File: src/rtl/sobel_ctrl_if.sv
// -----------------------------------------------------------------------------
// sobel_ctrl_if
// Bundles the signals that connect the Sobel frame sequencer to its environment.
//   start      system controller -> sequencer, single-cycle frame start request
//   busy       sequencer -> system, high whenever the sequencer is not idle
//   done       sequencer -> system, one-cycle frame completion pulse
//   err        sequencer -> system, sticky frame-error flag
//   mem_rd     sequencer -> frame memory, read request
//   mem_addr   sequencer -> frame memory, read address (valid with mem_rd)
//   mem_gnt    frame memory -> sequencer, read accepted when mem_rd & mem_gnt
//   mem_data   frame memory -> sequencer, data one cycle after the accept
//   data       sequencer -> Sobel datapath, pixel value
//   data_en    sequencer -> Sobel datapath, pixel strobe
//   core_run   sequencer -> Sobel datapath, run level
//   core_done  Sobel datapath -> sequencer, datapath finished
//   pixel_en   Sobel datapath -> sequencer, output-pixel strobe (counted)
//   pix_cnt    sequencer -> system, output-pixel count of current/last frame
// Modports: master = the sequencer side, slave = the environment side.
// -----------------------------------------------------------------------------
interface sobel_ctrl_if #(
  parameter int ADDR_W = 19
);
  logic              start;
  logic              busy;
  logic              done;
  logic              err;
  logic              mem_rd;
  logic [ADDR_W-1:0] mem_addr;
  logic              mem_gnt;
  logic [7:0]        mem_data;
  logic [7:0]        data;
  logic              data_en;
  logic              core_run;
  logic              core_done;
  logic              pixel_en;
  logic [ADDR_W-1:0] pix_cnt;

  modport master (
    input  start, mem_gnt, mem_data, core_done, pixel_en,
    output busy, done, err, mem_rd, mem_addr, data, data_en, core_run, pix_cnt
  );

  modport slave (
    output start, mem_gnt, mem_data, core_done, pixel_en,
    input  busy, done, err, mem_rd, mem_addr, data, data_en, core_run, pix_cnt
  );
endinterface

File: src/rtl/sobel_ctrl.sv
// -----------------------------------------------------------------------------
// sobel_ctrl
// Frame sequencer for the Sobel edge-detection top. A start request raises the
// core-run level and streams MAX_ROW*MAX_COL pixels from frame memory into the
// Sobel datapath in raster order. The sequencer then waits for the datapath to
// finish, counts the output pixels it reports and signals frame completion.
//
// Ports:
//   clk    system clock, rising edge
//   rst_n  asynchronous active-low reset (synchronously released upstream)
//   bus    sobel_ctrl_if.master, see the interface file for the signal list
//
// Parameters: MAX_ROW, MAX_COL frame size; ADDR_W address/count width (must
// equal the interface ADDR_W and satisfy 2^ADDR_W >= MAX_ROW*MAX_COL);
// TIMEOUT_CYC watchdog limit in WAIT_CORE cycles.
//
// Build option: define SOBEL_CTRL_TIMEOUT_EN to build the WAIT_CORE watchdog.
// Without it WAIT_CORE waits indefinitely for core_done.
// -----------------------------------------------------------------------------
module sobel_ctrl #(
  parameter int MAX_ROW     = 540,
  parameter int MAX_COL     = 540,
  parameter int ADDR_W      = 19,
  parameter int TIMEOUT_CYC = 1024
) (
  input  logic         clk,
  input  logic         rst_n,
  sobel_ctrl_if.master bus
);

  localparam int                N         = MAX_ROW * MAX_COL;
  localparam logic [ADDR_W-1:0] LAST_ADDR = ADDR_W'(N - 1);
  localparam logic [ADDR_W-1:0] EXP_PIX   = ADDR_W'((MAX_ROW - 2) * (MAX_COL - 2));
  localparam logic [ADDR_W-1:0] CNT_MAX   = '1;

  typedef enum logic [2:0] {
    S_IDLE,
    S_FETCH,
    S_DRAIN,
    S_WAIT_CORE,
    S_DONE
  } state_t;

  state_t            state_reg, state_next;
  logic [ADDR_W-1:0] addr_reg;
  logic              rd_pend_reg;    // a read was accepted last cycle, data on mem_data now
  logic              last_pend_reg;  // ...and it was the read of the final address
  logic [7:0]        data_reg;
  logic              data_en_reg;
  logic              last_en_reg;    // current data_en strobe carries the final pixel
  logic              core_run_reg;
  logic              err_reg;
  logic [ADDR_W-1:0] pix_cnt_reg, pix_cnt_next;

  logic start_acc;
  logic rd_acc;
  logic timeout;

  assign start_acc = (state_reg == S_IDLE) && bus.start;
  assign rd_acc    = (state_reg == S_FETCH) && bus.mem_gnt;

`ifdef SOBEL_CTRL_TIMEOUT_EN
  localparam int WD_W = $clog2(TIMEOUT_CYC + 1);
  logic [WD_W-1:0] wd_reg;

  // Held at zero outside WAIT_CORE, so it starts from zero on every entry.
  always_ff @(posedge clk or negedge rst_n) begin
    if (!rst_n) begin
      wd_reg <= '0;
    end else if (state_reg != S_WAIT_CORE) begin
      wd_reg <= '0;
    end else begin
      wd_reg <= wd_reg + 1'b1;
    end
  end

  // Fires in the cycle whose closing edge brings the count to TIMEOUT_CYC.
  assign timeout = (state_reg == S_WAIT_CORE) && (wd_reg == WD_W'(TIMEOUT_CYC - 1));
`else
  // No watchdog: the comparison is constant false for any legal TIMEOUT_CYC.
  assign timeout = (TIMEOUT_CYC < 0);
`endif

  // Next-state logic
  always_comb begin
    state_next = state_reg;
    case (state_reg)
      S_IDLE:      if (bus.start) state_next = S_FETCH;
      S_FETCH:     if (rd_acc && (addr_reg == LAST_ADDR)) state_next = S_DRAIN;
      S_DRAIN:     if (data_en_reg && last_en_reg) state_next = S_WAIT_CORE;
      S_WAIT_CORE: if (bus.core_done || timeout) state_next = S_DONE;
      S_DONE:      state_next = S_IDLE;
      default:     state_next = S_IDLE;
    endcase
  end

  // Output-pixel counter: cleared on an accepted start, counts while busy, saturates.
  always_comb begin
    pix_cnt_next = pix_cnt_reg;
    if (start_acc) begin
      pix_cnt_next = '0;
    end else if ((state_reg != S_IDLE) && bus.pixel_en && (pix_cnt_reg != CNT_MAX)) begin
      pix_cnt_next = pix_cnt_reg + 1'b1;
    end
  end

  always_ff @(posedge clk or negedge rst_n) begin
    if (!rst_n) begin
      state_reg     <= S_IDLE;
      addr_reg      <= '0;
      rd_pend_reg   <= 1'b0;
      last_pend_reg <= 1'b0;
      data_reg      <= '0;
      data_en_reg   <= 1'b0;
      last_en_reg   <= 1'b0;
      core_run_reg  <= 1'b0;
      err_reg       <= 1'b0;
      pix_cnt_reg   <= '0;
    end else begin
      state_reg <= state_next;

      if (start_acc) begin
        addr_reg <= '0;
      end else if (rd_acc) begin
        addr_reg <= addr_reg + 1'b1;
      end

      // Two-stage return path: accept -> memory data -> registered strobe.
      rd_pend_reg   <= rd_acc;
      last_pend_reg <= rd_acc && (addr_reg == LAST_ADDR);
      data_en_reg   <= rd_pend_reg;
      last_en_reg   <= last_pend_reg;
      if (rd_pend_reg) begin
        data_reg <= bus.mem_data;
      end

      core_run_reg <= (state_next == S_FETCH) || (state_next == S_DRAIN) ||
                      (state_next == S_WAIT_CORE);

      pix_cnt_reg <= pix_cnt_next;

      // DONE is only entered from WAIT_CORE; the count check includes a
      // pixel strobe arriving in that same cycle.
      if (start_acc) begin
        err_reg <= 1'b0;
      end else if ((((state_reg == S_FETCH) || (state_reg == S_DRAIN)) && bus.core_done) ||
                   ((state_reg == S_WAIT_CORE) && (state_next == S_DONE) &&
                    ((pix_cnt_next != EXP_PIX) || timeout))) begin
        err_reg <= 1'b1;
      end
    end
  end

  assign bus.busy     = (state_reg != S_IDLE);
  assign bus.done     = (state_reg == S_DONE);
  assign bus.err      = err_reg;
  assign bus.mem_rd   = (state_reg == S_FETCH);
  assign bus.mem_addr = addr_reg;
  assign bus.data     = data_reg;
  assign bus.data_en  = data_en_reg;
  assign bus.core_run = core_run_reg;
  assign bus.pix_cnt  = pix_cnt_reg;

endmodule

File: src/flat_wrapper.sv
// flat-port wrapper written by rule: the top's interface ports become plain ports
module sobel_ctrl_flat 
#(
  parameter int MAX_ROW     = 540,
  parameter int MAX_COL     = 540,
  parameter int ADDR_W      = 19,
  parameter int TIMEOUT_CYC = 1024
)
  (clk, rst_n, bus_start, bus_mem_gnt, bus_mem_data, bus_core_done, bus_pixel_en, bus_busy, bus_done, bus_err, bus_mem_rd, bus_mem_addr, bus_data, bus_data_en, bus_core_run, bus_pix_cnt);
  sobel_ctrl_if #(.ADDR_W(ADDR_W)) bus_i ();
  input  logic clk;
  input  logic rst_n;
  input wire logic [$bits(bus_i.start)-1:0] bus_start;
  input wire logic [$bits(bus_i.mem_gnt)-1:0] bus_mem_gnt;
  input wire logic [$bits(bus_i.mem_data)-1:0] bus_mem_data;
  input wire logic [$bits(bus_i.core_done)-1:0] bus_core_done;
  input wire logic [$bits(bus_i.pixel_en)-1:0] bus_pixel_en;
  output wire logic [$bits(bus_i.busy)-1:0] bus_busy;
  output wire logic [$bits(bus_i.done)-1:0] bus_done;
  output wire logic [$bits(bus_i.err)-1:0] bus_err;
  output wire logic [$bits(bus_i.mem_rd)-1:0] bus_mem_rd;
  output wire logic [$bits(bus_i.mem_addr)-1:0] bus_mem_addr;
  output wire logic [$bits(bus_i.data)-1:0] bus_data;
  output wire logic [$bits(bus_i.data_en)-1:0] bus_data_en;
  output wire logic [$bits(bus_i.core_run)-1:0] bus_core_run;
  output wire logic [$bits(bus_i.pix_cnt)-1:0] bus_pix_cnt;
  assign bus_i.start = bus_start;
  assign bus_i.mem_gnt = bus_mem_gnt;
  assign bus_i.mem_data = bus_mem_data;
  assign bus_i.core_done = bus_core_done;
  assign bus_i.pixel_en = bus_pixel_en;
  assign bus_busy = bus_i.busy;
  assign bus_done = bus_i.done;
  assign bus_err = bus_i.err;
  assign bus_mem_rd = bus_i.mem_rd;
  assign bus_mem_addr = bus_i.mem_addr;
  assign bus_data = bus_i.data;
  assign bus_data_en = bus_i.data_en;
  assign bus_core_run = bus_i.core_run;
  assign bus_pix_cnt = bus_i.pix_cnt;
  sobel_ctrl #(.MAX_ROW(MAX_ROW), .MAX_COL(MAX_COL), .ADDR_W(ADDR_W), .TIMEOUT_CYC(TIMEOUT_CYC)) u_core (.clk(clk), .rst_n(rst_n), .bus(bus_i));
endmodule
File: config.mk
export PLATFORM = sky130hd
export DESIGN_NAME = sobel_ctrl_flat
export DESIGN_NICKNAME = d
export VERILOG_FILES = /design/src/rtl/sobel_ctrl_if.sv /design/src/rtl/sobel_ctrl.sv /design/src/flat_wrapper.sv
export SDC_FILE = /design/constraint.sdc
export NUM_CORES = 1
export LEC_CHECK = 0
export BUFFER_PORTS_ARGS = -buffer_cell sky130_fd_sc_hd__buf_2
export CORE_MARGIN = 2
export CORE_UTILIZATION = 57
export DETAILED_ROUTE_END_ITERATION = 7
export HOLD_SLACK_MARGIN = 0.03
export PLACE_DENSITY = 0.84
export SLEW_MARGIN = 40
export SYNTH_ARGS = -nofsm -noshare
export SYNTH_HDL_FRONTEND = slang
export SYNTH_SLANG_ARGS = --single-unit
File: constraint.sdc
create_clock -name clk -period 4.3 [get_ports clk]
set_input_delay 0.43 -clock clk [delete_from_list [all_inputs] [get_ports clk]]
set_output_delay 0.43 -clock clk [all_outputs]
set_load 0.01 [all_outputs]
==> Word level (Yosys, flattened, before mapping) <==
Index checks and enable logic that the tools add are counted.
{ "word_totals": {"reg_bits": 55, "out_inout_bits": 52, "elab_cells": 51} }
{ "classes": {"add_sub_neg": 2, "n_eq_ne": 11, "n_mux": 11, "n_reduce_logical": 17} }
{ "op_table": {"columns": ["operator", "count"], "rows": [
  ["19-bit 2-to-1 mux", 4],
  ["19-bit by 1-bit adder with 19-bit output, second input constant", 2],
  ["19-bit != test, second input constant", 2],
  ["19-bit == test, second input constant", 1],
  ["3-bit by 2-bit == test with 1-bit output, second input constant", 4],
  ["3-bit 2-to-1 mux", 4],
  ["3-bit case mux with 4 select lines", 1],
  ["1-bit logical AND", 9],
  ["3-bit by 1-bit == test with 1-bit output, second input constant", 2],
  ["3-bit == test, second input constant", 2],
  ["1-bit logical OR", 4],
  ["2-bit nonzero test", 2],
  ["3-bit zero test", 1],
  ["3-bit nonzero test", 1],
  ["1-bit 2-to-1 mux", 2]
]} }

==> Logic depth before layout (Yosys ltp) <==
{ "logic_depth": {"ltp_word": 11, "mapped_depth": 9} }

==> Worst setup path after synthesis <==
Ideal clock, no wire load.
{ "synth_path": {"path_type": "reg2reg", "startpoint": "register u_core.pix_cnt_reg[0] (netlist: u_core.bus.pix_cnt[0])", "endpoint": "register u_core.err_reg (netlist: u_core.bus.err)", "arrival_ns": 2.339, "setup_slack_ns": 1.837, "stages_incl_launch_ff": 10, "n_path_buf": 1, "synth_period_minus_slack_ns": 2.463, "path_cell_list": "dfrtp_1 -> ha_1 -> nand3_1 -> or3_1 -> buf_6 -> nor4_4 -> xnor2_1 -> nor2_2 -> or4b_1 -> o31a_1"} }
{ "synth_via": {"elab_chain_cells": 8} }
{ "synth_rtl": {"columns": ["item", "line", "source"], "rows": [
  ["start: declaration", "sobel_ctrl.sv:53", "logic [ADDR_W-1:0] pix_cnt_reg, pix_cnt_next;"],
  ["start signal: assignment", "sobel_ctrl.sv:140", "pix_cnt_reg <= pix_cnt_next;"],
  ["parallel branches: the longest is 2 deep, another holds 19-bit by 1-bit adder with 19-bit output", null, null],
  ["19-bit 2-to-1 mux (*)", "sobel_ctrl.sv:102", "end else if ((state_reg != S_IDLE) && bus.pixel_en && (pix_cnt_reg != CNT_MAX)) begin"],
  ["19-bit 2-to-1 mux (*)", "sobel_ctrl.sv:100", "if (start_acc) begin"],
  ["via u_core.pix_cnt_next[14]", "sobel_ctrl.sv:53", null],
  ["19-bit != test (*)", "sobel_ctrl.sv:148", "((pix_cnt_next != EXP_PIX) || timeout))) begin"],
  ["1-bit logical AND (*)", "sobel_ctrl.sv:147", "((state_reg == S_WAIT_CORE) && (state_next == S_DONE) &&"],
  ["1-bit logical OR (*)", "sobel_ctrl.sv:146", "end else if ((((state_reg == S_FETCH) || (state_reg == S_DRAIN)) && bus.core_done) ||"],
  ["2-bit nonzero test (no line) (*)", null, null],
  ["end signal: assignment", "sobel_ctrl.sv:117", "err_reg <= 1'b0;"],
  ["end signal: assignment", "sobel_ctrl.sv:145", "err_reg <= 1'b0;"],
  ["end signal: assignment", "sobel_ctrl.sv:149", "err_reg <= 1'b1;"],
  ["end: declaration", "sobel_ctrl.sv:52", "logic err_reg;"]
]} }
Mark *: on every way through the listed nets, which the timed path passes.
A chain may end at the register's enable or synchronous reset.

==> Final worst setup path <==
{ "layout_path": {"startpoint": "register u_core.pix_cnt_reg[0] (netlist: u_core.bus.pix_cnt[0])", "endpoint": "register u_core.err_reg (netlist: u_core.bus.err)"} }
{ "layout_via": {"elab_chain_cells": 8} }
{ "layout_rtl": {"columns": ["item", "line"], "rows": [
  ["parallel branches: the longest is 2 deep, another holds 19-bit by 1-bit adder with 19-bit output", null],
  ["19-bit 2-to-1 mux (*)", "sobel_ctrl.sv:102"],
  ["19-bit 2-to-1 mux (*)", "sobel_ctrl.sv:100"],
  ["19-bit != test (*)", "sobel_ctrl.sv:148"],
  ["1-bit logical AND (*)", "sobel_ctrl.sv:147"],
  ["1-bit logical OR (*)", "sobel_ctrl.sv:146"],
  ["2-bit nonzero test (no line) (*)", null]
]} }
Every way passes the cells marked *.

==> flow_summary.json <==
{
  "r2r_slack_ps": 1670,
  "syn_area_per_cell_um2": 10.1,
  "grt_pass1_wl_um": 10000,
  "syn-instance-count": 269,
  "dr.pass1.iters": 4,
  "worstPathArrival_ps": 2840,
  "cts_resized": 0,
  "wirelength_um": 5970,
  "endpoint_kind": "flop",
  "ctsHtreeMaxLevel": 2,
  "power_switching_w": 0.000405,
  "cts.sinks": 55,
  "synth_area_um2": 2720,
  "io_buffers": 65,
  "crit_end": "u_core.bus.err",
  "setup_viol": 0,
  "gr-total-overflow": 0,
  "r2r_start": "u_core.bus.pix_cnt[0]",
  "powerDensity_nw_per_um2": 417,
  "post_cts_buffers": 0,
  "start_util_pct": 58.3,
  "clk_pin_slew_ps": 100,
  "leakagePower_nw": 1.55,
  "grt_antenna_before_repair": 0,
  "ys_seq_area_share_pct": 50.6,
  "status": "complete, no violations",
  "worst_pin_slew_ps": 682,
  "rows": 25,
  "min_period_ps": 2630,
  "dieArea_um2": 5340,
  "multi_input_area_um2": 1280,
  "die_h_um": 73.1,
  "rsz0062_at_grt": "false",
  "clock.fmax_ghz": 0.380,
  "grt_max_degree": 56,
  "final.setup.tns_ps": 0,
  "drt.antenna.violating_nets": 0,
  "p_int_w": 0.000939,
  "reg2regPathDepth": 8,
  "cts-root-buf": "clkbuf_8",
  "swShare_pct": 30.1,
  "synthToLayoutAreaGrowth_pct": 18.7,
  "synth_area_leader_cell": "dfrtp_1",
  "first_global_vias": 2104,
  "grt_util_all_layers_pct": 24.1,
  "critPathLaunch": "u_core.bus.pix_cnt[0]",
  "peakVddDrop_v": 0.000233,
  "skew_ps": 5.97,
  "synthDistinctLibCells": 49,
  "maxCapViolCount": 0,
  "dp_hpwl_um": 4190,
  "ys_ff_latch": 55,
  "slew_viol_final": 0,
  "ys.flop_type": "dfrtp_1",
  "initialDrtViolationCount": 222,
  "combPwrFrac_pct": 20.3,
  "seq_power_share_pct": 48.8,
  "hold_buffers": 0,
  "post-route-period-util_pct": 61.1,
  "gp_congestion": 0.844,
  "critical_path_required_ps": 4510,
  "path_max_fanout": 7,
  "final_layout_size_suffix_gt1_share_pct": 28.7,
  "regArea_um2": 1380,
  "core_um2": 4660,
  "cts_tree": "built",
  "synth_top_area_share_pct": 50.6,
  "drc": 0,
  "die_w_um": 73.1,
  "pwr-share-clk_pct": 31.0,
  "antenna_cells": 0,
  "reg2reg_to": "u_core.bus.err",
  "start_kind": "flop",
  "wl_per_cell_um": 15.3,
  "finalHoldViolCount": 0,
  "num-fill-cells": 354,
  "clk_path_buf_depth": 2,
  "synth_area_leaders": "dfrtp_1, nor2_1, xnor2_1",
  "yosys_warnings": 0,
  "place_area_um2": 3080,
  "synth_edf_count": 0,
  "ios": 66,
  "crit_type": "flop to flop",
  "async_flop_share_pct": 100,
  "syn_nets": 285,
  "avgViaCountPerCell": 5.80,
  "num_vias": 2256,
  "fin_area_um2": 3230,
  "nNetsFinal": 350,
  "worstHoldPathType": "input pin to async pin",
  "numCtsBuffers": 5,
  "relSlewSlack_pct": 54.6,
  "clock_latency_ps": 310
}
-- cell usage in the layout (no fill, tap or decap), drive strengths merged, types with 10 or more instances in the layout --
master	n
a21oi	10
buf	67
dfrtp	55
nand2	25
nand3	17
nor2	40
xnor2	12
xor2	12
-- power groups by stage --
stage	logic [W]	clock network, W	registers [W]
6_report	0.000272	0.000416	0.000656
3_3_place_gp	0.000261	0	0.000662
4_1_cts	0.000275	0.000422	0.000656
3_5_place_dp	0.000268	0	0.000664
5_1_grt	0.000303	0.000441	0.000669
2_1_floorplan	0.000138	0	0.000677
-- metrics by stage --
stage	instances	hold slack, ps	setup slack [ps]	utilization (%)	total power [W]
after global placement	381	336	1730	66.1	0.000924
after CTS	389	259	1500	69.1	0.00135
after detailed placement	381	336	1600	66.1	0.000932
after floorplan	269	134	1840	-	0.000816
final	389	214	1670	69.2	0.00134
after global routing	389	285	1470	69.2	0.00141
-- synthesized netlist by cell type, drive strengths merged (3+ instances only) --
cell type and count:
a211oi 3, a21oi 10, and2 3, buf 4
clkbuf 5, dfrtp 55, inv 6, mux2 9
mux2i 6, nand2 25, nand3 17, nand4 9
nor2 40, nor3 9, o21ai 5, o31ai 3
or3 6, xnor2 12, xor2 12
-- metal layers --
layer	up-vias	wire length (µm)	track usage, %
met3	12	355	4.56
met2	84	2920	36.7
met4	0	113	8.85
met5	-	0	0
met1	1087	2580	34.2
li1	1073	-	-
-- worst min path at each step --
stage,from,end,slack [ps],cells past startpoint
2_1_floorplan,rst_n,u_core.bus.core_run,130,0
3_3_place_gp,u_core.last_pend_reg,u_core.last_en_reg,340,0
3_5_place_dp,u_core.last_pend_reg,u_core.last_en_reg,340,0
4_1_cts,rst_n,u_core.bus.data[3],260,2
5_1_grt,rst_n,u_core.bus.mem_addr[0],290,2
6_report,rst_n,u_core.bus.mem_addr[9],210,2
-- worst max-delay path, cell delays in order, from the launching register on --
cell and delay, ps:
dfrtp_1 470, ha_1 200, nand3_1 120, or3_1 460, nor3_1 290, xnor2_1 170, nor3b_1 310, nand4b_1 180
o31a_1 320
-- logic make-up (layout without fill, tap and decap cells) --
family | count (synthesis) | count (layout) | share of synthesized area [%]
simple gates | 127 | 127 | 24.7
flops | 55 | 55 | 50.6
compound gates | 31 | 31 | 7.59
xor+xnor | 24 | 24 | 7.73
mux | 15 | 15 | 5.94
buf+inv | 15 | 81 | 2.53
fa+ha+maj | 2 | 2 | 0.920
-- layout make-up --
type	count	share of cell area (%)
Sequential cell	55	42.7
Multi-Input combinational cell	199	39.7
Timing Repair Buffer	67	10.5
Clock inverter	3	2.21
Clock buffer	5	2.13
Tap cell	54	2.09
Inverter	6	0.698
No activity file was read; power rests on OpenSTA's default activity.
